`config.mk`:
```
export PLATFORM = sky130hd
export DESIGN_NAME = alu_seq_flat
export DESIGN_NICKNAME = d
export VERILOG_FILES = /design/src/rtl/alu_seq_if.sv /design/src/rtl/alu_seq.sv /design/src/flat_wrapper.sv
export SDC_FILE = /design/constraint.sdc
export NUM_CORES = 1
export LEC_CHECK = 0
export CAP_MARGIN = 20
export CORE_UTILIZATION = 61
export CTS_BUF_LIST = sky130_fd_sc_hd__clkbuf_4 sky130_fd_sc_hd__clkbuf_8
export CTS_CLUSTER_SIZE = 40
export DETAILED_ROUTE_END_ITERATION = 12
export PLACE_DENSITY = 0.83
export SLEW_MARGIN = 15
export SYNTH_ARGS = -nofsm -noshare
export SYNTH_HDL_FRONTEND = slang
export SYNTH_SLANG_ARGS = --single-unit
```
`constraint.sdc`:
```
create_clock -name clk -period 3.3 [get_ports clk]
set_clock_uncertainty 0.2 [all_clocks]
set_input_delay 0.33 -clock clk [delete_from_list [all_inputs] [get_ports clk]]
set_output_delay 0.33 -clock clk [all_outputs]
set_load 0.01 [all_outputs]
```
`src/rtl/alu_seq_if.sv`:
```
// Handshake bus for alu_seq: operand/op request side and result/flag response side.
// The DUT takes the slave modport; the producer/consumer takes the master modport.
interface alu_seq_if #(
    parameter int WIDTH = 8
);
    logic             in_valid;
    logic             in_ready;
    logic [WIDTH-1:0] a;
    logic [WIDTH-1:0] b;
    logic [2:0]       op;
    logic             out_valid;
    logic             out_ready;
    logic [WIDTH-1:0] result;
    logic             carry;
    logic             overflow;
    logic             zero;

    modport slave (
        input  in_valid, a, b, op, out_ready,
        output in_ready, out_valid, result, carry, overflow, zero
    );

    modport master (
        output in_valid, a, b, op, out_ready,
        input  in_ready, out_valid, result, carry, overflow, zero
    );
endinterface

```
`src/rtl/alu_seq.sv`:
```
// Registered ALU with valid/ready handshakes: single-cycle add/sub/logic ops and a
// WIDTH-step shift-add unsigned multiply, with carry/overflow/zero flags.
module alu_seq #(
    parameter int WIDTH = 8
) (
    input  logic      clk,
    input  logic      rst_n,
    alu_seq_if.slave  bus
);
    localparam int CW = $clog2(WIDTH + 1);

    localparam logic [2:0] OP_ADD = 3'b000;
    localparam logic [2:0] OP_SUB = 3'b001;
    localparam logic [2:0] OP_MUL = 3'b010;
    localparam logic [2:0] OP_AND = 3'b100;
    localparam logic [2:0] OP_OR  = 3'b101;
    localparam logic [2:0] OP_XOR = 3'b110;
    localparam logic [2:0] OP_NOR = 3'b111;

    typedef enum logic [1:0] {IDLE, MUL, DONE} state_t;

    state_t             state_q, state_d;
    logic [2*WIDTH-1:0] mcand_q, mcand_d;
    logic [WIDTH-1:0]   mplier_q, mplier_d;
    logic [2*WIDTH-1:0] acc_q, acc_d;
    logic [CW-1:0]      cnt_q, cnt_d;
    logic [WIDTH-1:0]   result_q, result_d;
    logic               carry_q, carry_d;
    logic               ovf_q, ovf_d;
    logic               zero_q, zero_d;

    logic [WIDTH:0]     sum_w;
    logic [WIDTH:0]     diff_w;
    logic [2*WIDTH-1:0] acc_step;

    // Signed overflow: operands agree in sign (add) or differ (sub) and the result sign flips.
    function automatic logic add_ovf(input logic signed [WIDTH-1:0] x,
                                     input logic signed [WIDTH-1:0] y,
                                     input logic signed [WIDTH-1:0] r);
        return (x[WIDTH-1] == y[WIDTH-1]) && (r[WIDTH-1] != x[WIDTH-1]);
    endfunction

    function automatic logic sub_ovf(input logic signed [WIDTH-1:0] x,
                                     input logic signed [WIDTH-1:0] y,
                                     input logic signed [WIDTH-1:0] r);
        return (x[WIDTH-1] != y[WIDTH-1]) && (r[WIDTH-1] != x[WIDTH-1]);
    endfunction

    assign sum_w    = {1'b0, bus.a} + {1'b0, bus.b};
    assign diff_w   = {1'b0, bus.a} - {1'b0, bus.b};
    assign acc_step = mplier_q[0] ? (acc_q + mcand_q) : acc_q;

    always_comb begin
        state_d  = state_q;
        mcand_d  = mcand_q;
        mplier_d = mplier_q;
        acc_d    = acc_q;
        cnt_d    = cnt_q;
        result_d = result_q;
        carry_d  = carry_q;
        ovf_d    = ovf_q;
        zero_d   = zero_q;

        case (state_q)
            IDLE: begin
                if (bus.in_valid) begin
                    if (bus.op == OP_MUL) begin
                        mcand_d  = {{WIDTH{1'b0}}, bus.a};
                        mplier_d = bus.b;
                        acc_d    = '0;
                        cnt_d    = '0;
                        state_d  = MUL;
                    end else begin
                        carry_d = 1'b0;
                        ovf_d   = 1'b0;
                        case (bus.op)
                            OP_ADD: begin
                                result_d = sum_w[WIDTH-1:0];
                                carry_d  = sum_w[WIDTH];
                                ovf_d    = add_ovf($signed(bus.a), $signed(bus.b),
                                                   $signed(sum_w[WIDTH-1:0]));
                            end
                            OP_SUB: begin
                                result_d = diff_w[WIDTH-1:0];
                                carry_d  = diff_w[WIDTH];
                                ovf_d    = sub_ovf($signed(bus.a), $signed(bus.b),
                                                   $signed(diff_w[WIDTH-1:0]));
                            end
                            OP_AND:  result_d = bus.a & bus.b;
                            OP_OR:   result_d = bus.a | bus.b;
                            OP_XOR:  result_d = bus.a ^ bus.b;
                            OP_NOR:  result_d = ~(bus.a | bus.b);
                            default: result_d = '0;  // reserved opcode yields a defined zero
                        endcase
                        zero_d  = (result_d == '0);
                        state_d = DONE;
                    end
                end
            end
            MUL: begin
                acc_d    = acc_step;
                mcand_d  = mcand_q << 1;
                mplier_d = mplier_q >> 1;
                cnt_d    = cnt_q + 1'b1;
                if (cnt_q == CW'(WIDTH - 1)) begin
                    result_d = acc_step[WIDTH-1:0];
                    carry_d  = |acc_step[2*WIDTH-1:WIDTH];
                    ovf_d    = |acc_step[2*WIDTH-1:WIDTH];
                    zero_d   = (acc_step[WIDTH-1:0] == '0);
                    state_d  = DONE;
                end
            end
            DONE: begin
                if (bus.out_ready) state_d = IDLE;
            end
            default: state_d = IDLE;
        endcase
    end

    always_ff @(posedge clk) begin
        if (!rst_n) begin
            state_q  <= IDLE;
            mcand_q  <= '0;
            mplier_q <= '0;
            acc_q    <= '0;
            cnt_q    <= '0;
            result_q <= '0;
            carry_q  <= 1'b0;
            ovf_q    <= 1'b0;
            zero_q   <= 1'b0;
        end else begin
            state_q  <= state_d;
            mcand_q  <= mcand_d;
            mplier_q <= mplier_d;
            acc_q    <= acc_d;
            cnt_q    <= cnt_d;
            result_q <= result_d;
            carry_q  <= carry_d;
            ovf_q    <= ovf_d;
            zero_q   <= zero_d;
        end
    end

    assign bus.in_ready  = (state_q == IDLE);
    assign bus.out_valid = (state_q == DONE);
    assign bus.result    = result_q;
    assign bus.carry     = carry_q;
    assign bus.overflow  = ovf_q;
    assign bus.zero      = zero_q;
endmodule

```
`src/flat_wrapper.sv`:
```
// flat-port wrapper written by rule: the top's interface ports become plain ports
module alu_seq_flat 
#(
    parameter int WIDTH = 8
)
  (clk, rst_n, bus_in_valid, bus_a, bus_b, bus_op, bus_out_ready, bus_in_ready, bus_out_valid, bus_result, bus_carry, bus_overflow, bus_zero);
  alu_seq_if #(.WIDTH(WIDTH)) bus_i ();
  input  logic clk;
  input  logic rst_n;
  input wire logic [$bits(bus_i.in_valid)-1:0] bus_in_valid;
  input wire logic [$bits(bus_i.a)-1:0] bus_a;
  input wire logic [$bits(bus_i.b)-1:0] bus_b;
  input wire logic [$bits(bus_i.op)-1:0] bus_op;
  input wire logic [$bits(bus_i.out_ready)-1:0] bus_out_ready;
  output wire logic [$bits(bus_i.in_ready)-1:0] bus_in_ready;
  output wire logic [$bits(bus_i.out_valid)-1:0] bus_out_valid;
  output wire logic [$bits(bus_i.result)-1:0] bus_result;
  output wire logic [$bits(bus_i.carry)-1:0] bus_carry;
  output wire logic [$bits(bus_i.overflow)-1:0] bus_overflow;
  output wire logic [$bits(bus_i.zero)-1:0] bus_zero;
  assign bus_i.in_valid = bus_in_valid;
  assign bus_i.a = bus_a;
  assign bus_i.b = bus_b;
  assign bus_i.op = bus_op;
  assign bus_i.out_ready = bus_out_ready;
  assign bus_in_ready = bus_i.in_ready;
  assign bus_out_valid = bus_i.out_valid;
  assign bus_result = bus_i.result;
  assign bus_carry = bus_i.carry;
  assign bus_overflow = bus_i.overflow;
  assign bus_zero = bus_i.zero;
  alu_seq #(.WIDTH(WIDTH)) u_core (.clk(clk), .rst_n(rst_n), .bus(bus_i));
endmodule
```
==> impl_metrics.yaml <==
floorplan:
  die_x_um: 89.3
  design.portCount: 36
  starting_density_of_the_core: 0.638
  dieHeight_um: 89.3
  die-area_um2: 7980
  fp-row-count: 31
  core_area_um2: 7290
yosys:
  synth_nets: 653
  synth-simple-area-share: 0.206
  synth_top_family_by_area: "compound AO/OA/AOI/OAI gates"
  netlist.top_cell.by_area: "dfxtp_1"
  synth_compound_area_frac: 0.288
  synth.yosys.seq_area_share: 0.245
  synth-adder-area-share: 0.123
  synth.avg_cell_area_um2: 7.94
  yosys.area.top_type_share: 0.245
  synthesis.area_um2: 4650
  netlist-cell-type-count: 64
  postSynthRegisterBits: 57
  yosysWarningCount: 0
  synth_mux_area_frac: 0.0511
  synth_enable_flop_cells: 0
  netlist_top_cells_area: "dfxtp_1 (25%), ha_1 (11%), nand2_1 (4.8%), o21ai_0 (4.3%), nor2b_1 (4.0%)"
  post_synth_xor_area_fraction: 0.0282
  post_synth_inst_count: 586
  asyncSetResetFlopFracSynth: 0
  dominant_register_cell_in_the_synthesized_netlist: "dfxtp_1"
final_layout:
  syn2layout_area_growth_pct: 16.4
  n_antenna_cell: 0
  multi_input_area_um2: 3270
  mostFrequentLayoutCell: "nand2_1"
  layout.nets: 686
  proportion_of_layout_cells_with_a_drive_suffix_above_1: 0.106
  most-common-layout-cells: "nand2_1 (59), dfxtp_1 (57), ha_1 (41), nor2_1 (40), o21ai_0 (40)"
  final-seq-area_um2: 1140
  fillers: 600
global_routing:
  first_global_vias: 4336
  grt.total_usage: 0.356
  maximum_number_of_pins_on_one_net_before_global_route_repair: 47
  grt_first_pass_wirelength_mm: 21.2
  antenna_found_initial: 0
  grt_overflow_total: 0
detailed_routing:
  firstDrtPassIters: 5
  vias_per_cell: 6.45
  via_count: 4660
  detail-route-antenna-nets: 0
  routed_wirelength_mm: 13.4
  drt-initial-drc-count: 480
  detail_route.wl_per_cell_um: 18.6
  drc: 0
hold_path:
  holdCritPathClass: "flip-flop to flip-flop"
timing:
  final_hold_viol_count: 0
  finalCriticalPeriod_ns: 3.24
  timing.hold.ws_ns: 0.267
  fin_tns_setup_ns: 0
  achievable_clock_frequency_mhz: 308
  setup_viol_count_final: 0
  final.period_utilization: 0.983
  worst_slew_margin_rel: 0.468
  worst_pin_slew_ns: 0.798
  slew_violations: 0
pwr:
  cellPowerDensity_nw_per_um2: 360
  power_leakage_uw: 0.00235
  ir_drop_worst_vdd_uv: 227
clocking:
  post_cts_hold_buffer_count: 0
  cts_buffer_depth: 2
  cts_tree: "built"
  cts_root_buffer: "clkbuf_8"
  htree_levels: 3
  later_pin_clock_latency_in_the_skew_report_ns: 0.36
  clock-sinks: 57
  numCtsBuffers: 9
  path_clk_slew_ns: 0.07
setup_path:
  timing.critical_path.fanout_max: 5
  critical-path-slowest-cell: "or3_4"
  path_cells: "ha_1, fa_2, a21o_1, a221oi_4, nor3_2, or3_4, a211oi_4, and3_1, nand4_1, o31a_1"
  critPathRequiredTime_ns: 3.34
  data_arrival_time_of_the_critical_path_ns: 3.28
  cp_slowest_stage_delay_ns: 0.41
  critical_path_class: "flip-flop to flip-flop"
  startpoint_type: "flip-flop"
  end_kind: "flip-flop"
place:
  gp_routability_congestion: 0.975
  detailed_place_hpwl_mm: 9.28
  io_buffers: 35
outcome:
  run_status: "finished, final reports clean"
flow_run:
  max_cap_viol_count: 0
-- what timing repair did --
item                                    in CTS  in global routing
setup buffers                                0                  2
gates resized for setup                      0                  4
endpoints found under the setup margin       0                  2
-- Yosys cell counts, types with 2 or more instances --
master and number:
clkbuf_1 26, nor3_1 14, xnor2_1 11, nor4_1 2, a21boi_0 5, buf_2 9
a21o_1 9, fa_1 3, o21bai_1 3, o211a_1 8, xor2_1 4, nand2_1 59
o2111ai_1 4, a32oi_1 4, nor2_1 41, a211oi_1 5, and3_1 3, o41ai_1 2
mux2_2 6, ha_1 41, nand4_1 5, dfxtp_1 57, buf_4 2, nor2b_1 30
nand2b_1 5, nor3b_1 3, a211o_1 2, a2bb2oi_1 7, and2_1 12, o211ai_1 10
a31oi_1 6, nand3_1 14, o21a_1 3, mux2i_1 17, a22oi_1 18, o31ai_1 2
o31a_1 4, o221a_2 7, a21oi_1 30, or3_1 3, inv_1 28, o21ai_0 40
-- per-stage QoR --
stage	setup WS, ns	power [uW]	std cells	util	area (um2)
4_1_cts	0.0139	1940	721	0.738	5380
2_1_floorplan	0.434	1020	586	-	4650
6_report	0.0560	1950	723	0.743	5420
3_5_place_dp	0.0357	1170	705	0.706	5150
3_3_place_gp	0.0843	1160	705	0.706	5150
5_1_grt	-0.0144	2020	723	0.743	5420
-- where the power goes --
group          total (uW)  leakage, uW  internal, uW  switching (uW)
clock                 775     0.000115           464             312
combinational         441      0.00178           197             244
sequential            734     0.000462           712            22.7
total                1950      0.00235          1370             578
-- cell families after synthesis --
| group | after synthesis |
|---|---|
| buffers and inverters | 66 |
| and+or+nand+nor | 196 |
| xor gates and xnor gates | 15 |
| adders and majority gates | 44 |
| AOI/OAI and AO/OA | 185 |
| muxes | 23 |
| DFF | 57 |
-- critical path, delay by kind of cell (launching register included) --
kind | cells | cell delay, ns
simple gates | 4 | 0.84
fa+ha+maj | 2 | 0.59
flops | 1 | 0.33
compound gates | 4 | 1.18
-- final cells by class --
class	count	area share
Clock buffer	11	0.0280
Clock inverter	5	0.0143
Inverter	28	0.0194
Multi-Input combinational cell	463	0.603
Sequential cell	57	0.211
Tap cell	99	0.0229
Timing Repair Buffer	60	0.102
-- per-layer routing --
layer / routed length (um) / up-vias / track usage
li1: - / 2190 / -
met1: 5560 / 2180 / 0.447
met2: 6220 / 257 / 0.577
met3: 1390 / 33 / 0.111
met4: 274 / 0 / 0.124
met5: 0 / - / 0
-- flip-flops by register name (all words and copies together) (netlist names) --
signal	cells
u_core.acc_q	16
u_core.bus.zero	1
u_core.bus.overflow	1
u_core.cnt_q	4
u_core.bus.carry	1
u_core.state_q	2
u_core.bus.result	8
u_core.mplier_q	8
u_core.mcand_q	16
-- path summary, 6_finish.rpt --
path | from | slack (ns) | to | cells after the start
max | u_core.acc_q[0]$_SDFFE_PN0P_ | 0.06 | u_core.bus.overflow$_SDFFE_PN0P_ | 10
min | u_core.bus.result[1]$_SDFFE_PN0P_ | 0.27 | u_core.bus.result[1]$_SDFFE_PN0P_ | 2
max reg2reg | u_core.acc_q[0]$_SDFFE_PN0P_ | 0.06 | u_core.bus.overflow$_SDFFE_PN0P_ | 10
min reg2reg | u_core.bus.result[1]$_SDFFE_PN0P_ | 0.27 | u_core.bus.result[1]$_SDFFE_PN0P_ | 2
No activity file was read; power rests on OpenSTA's default activity.
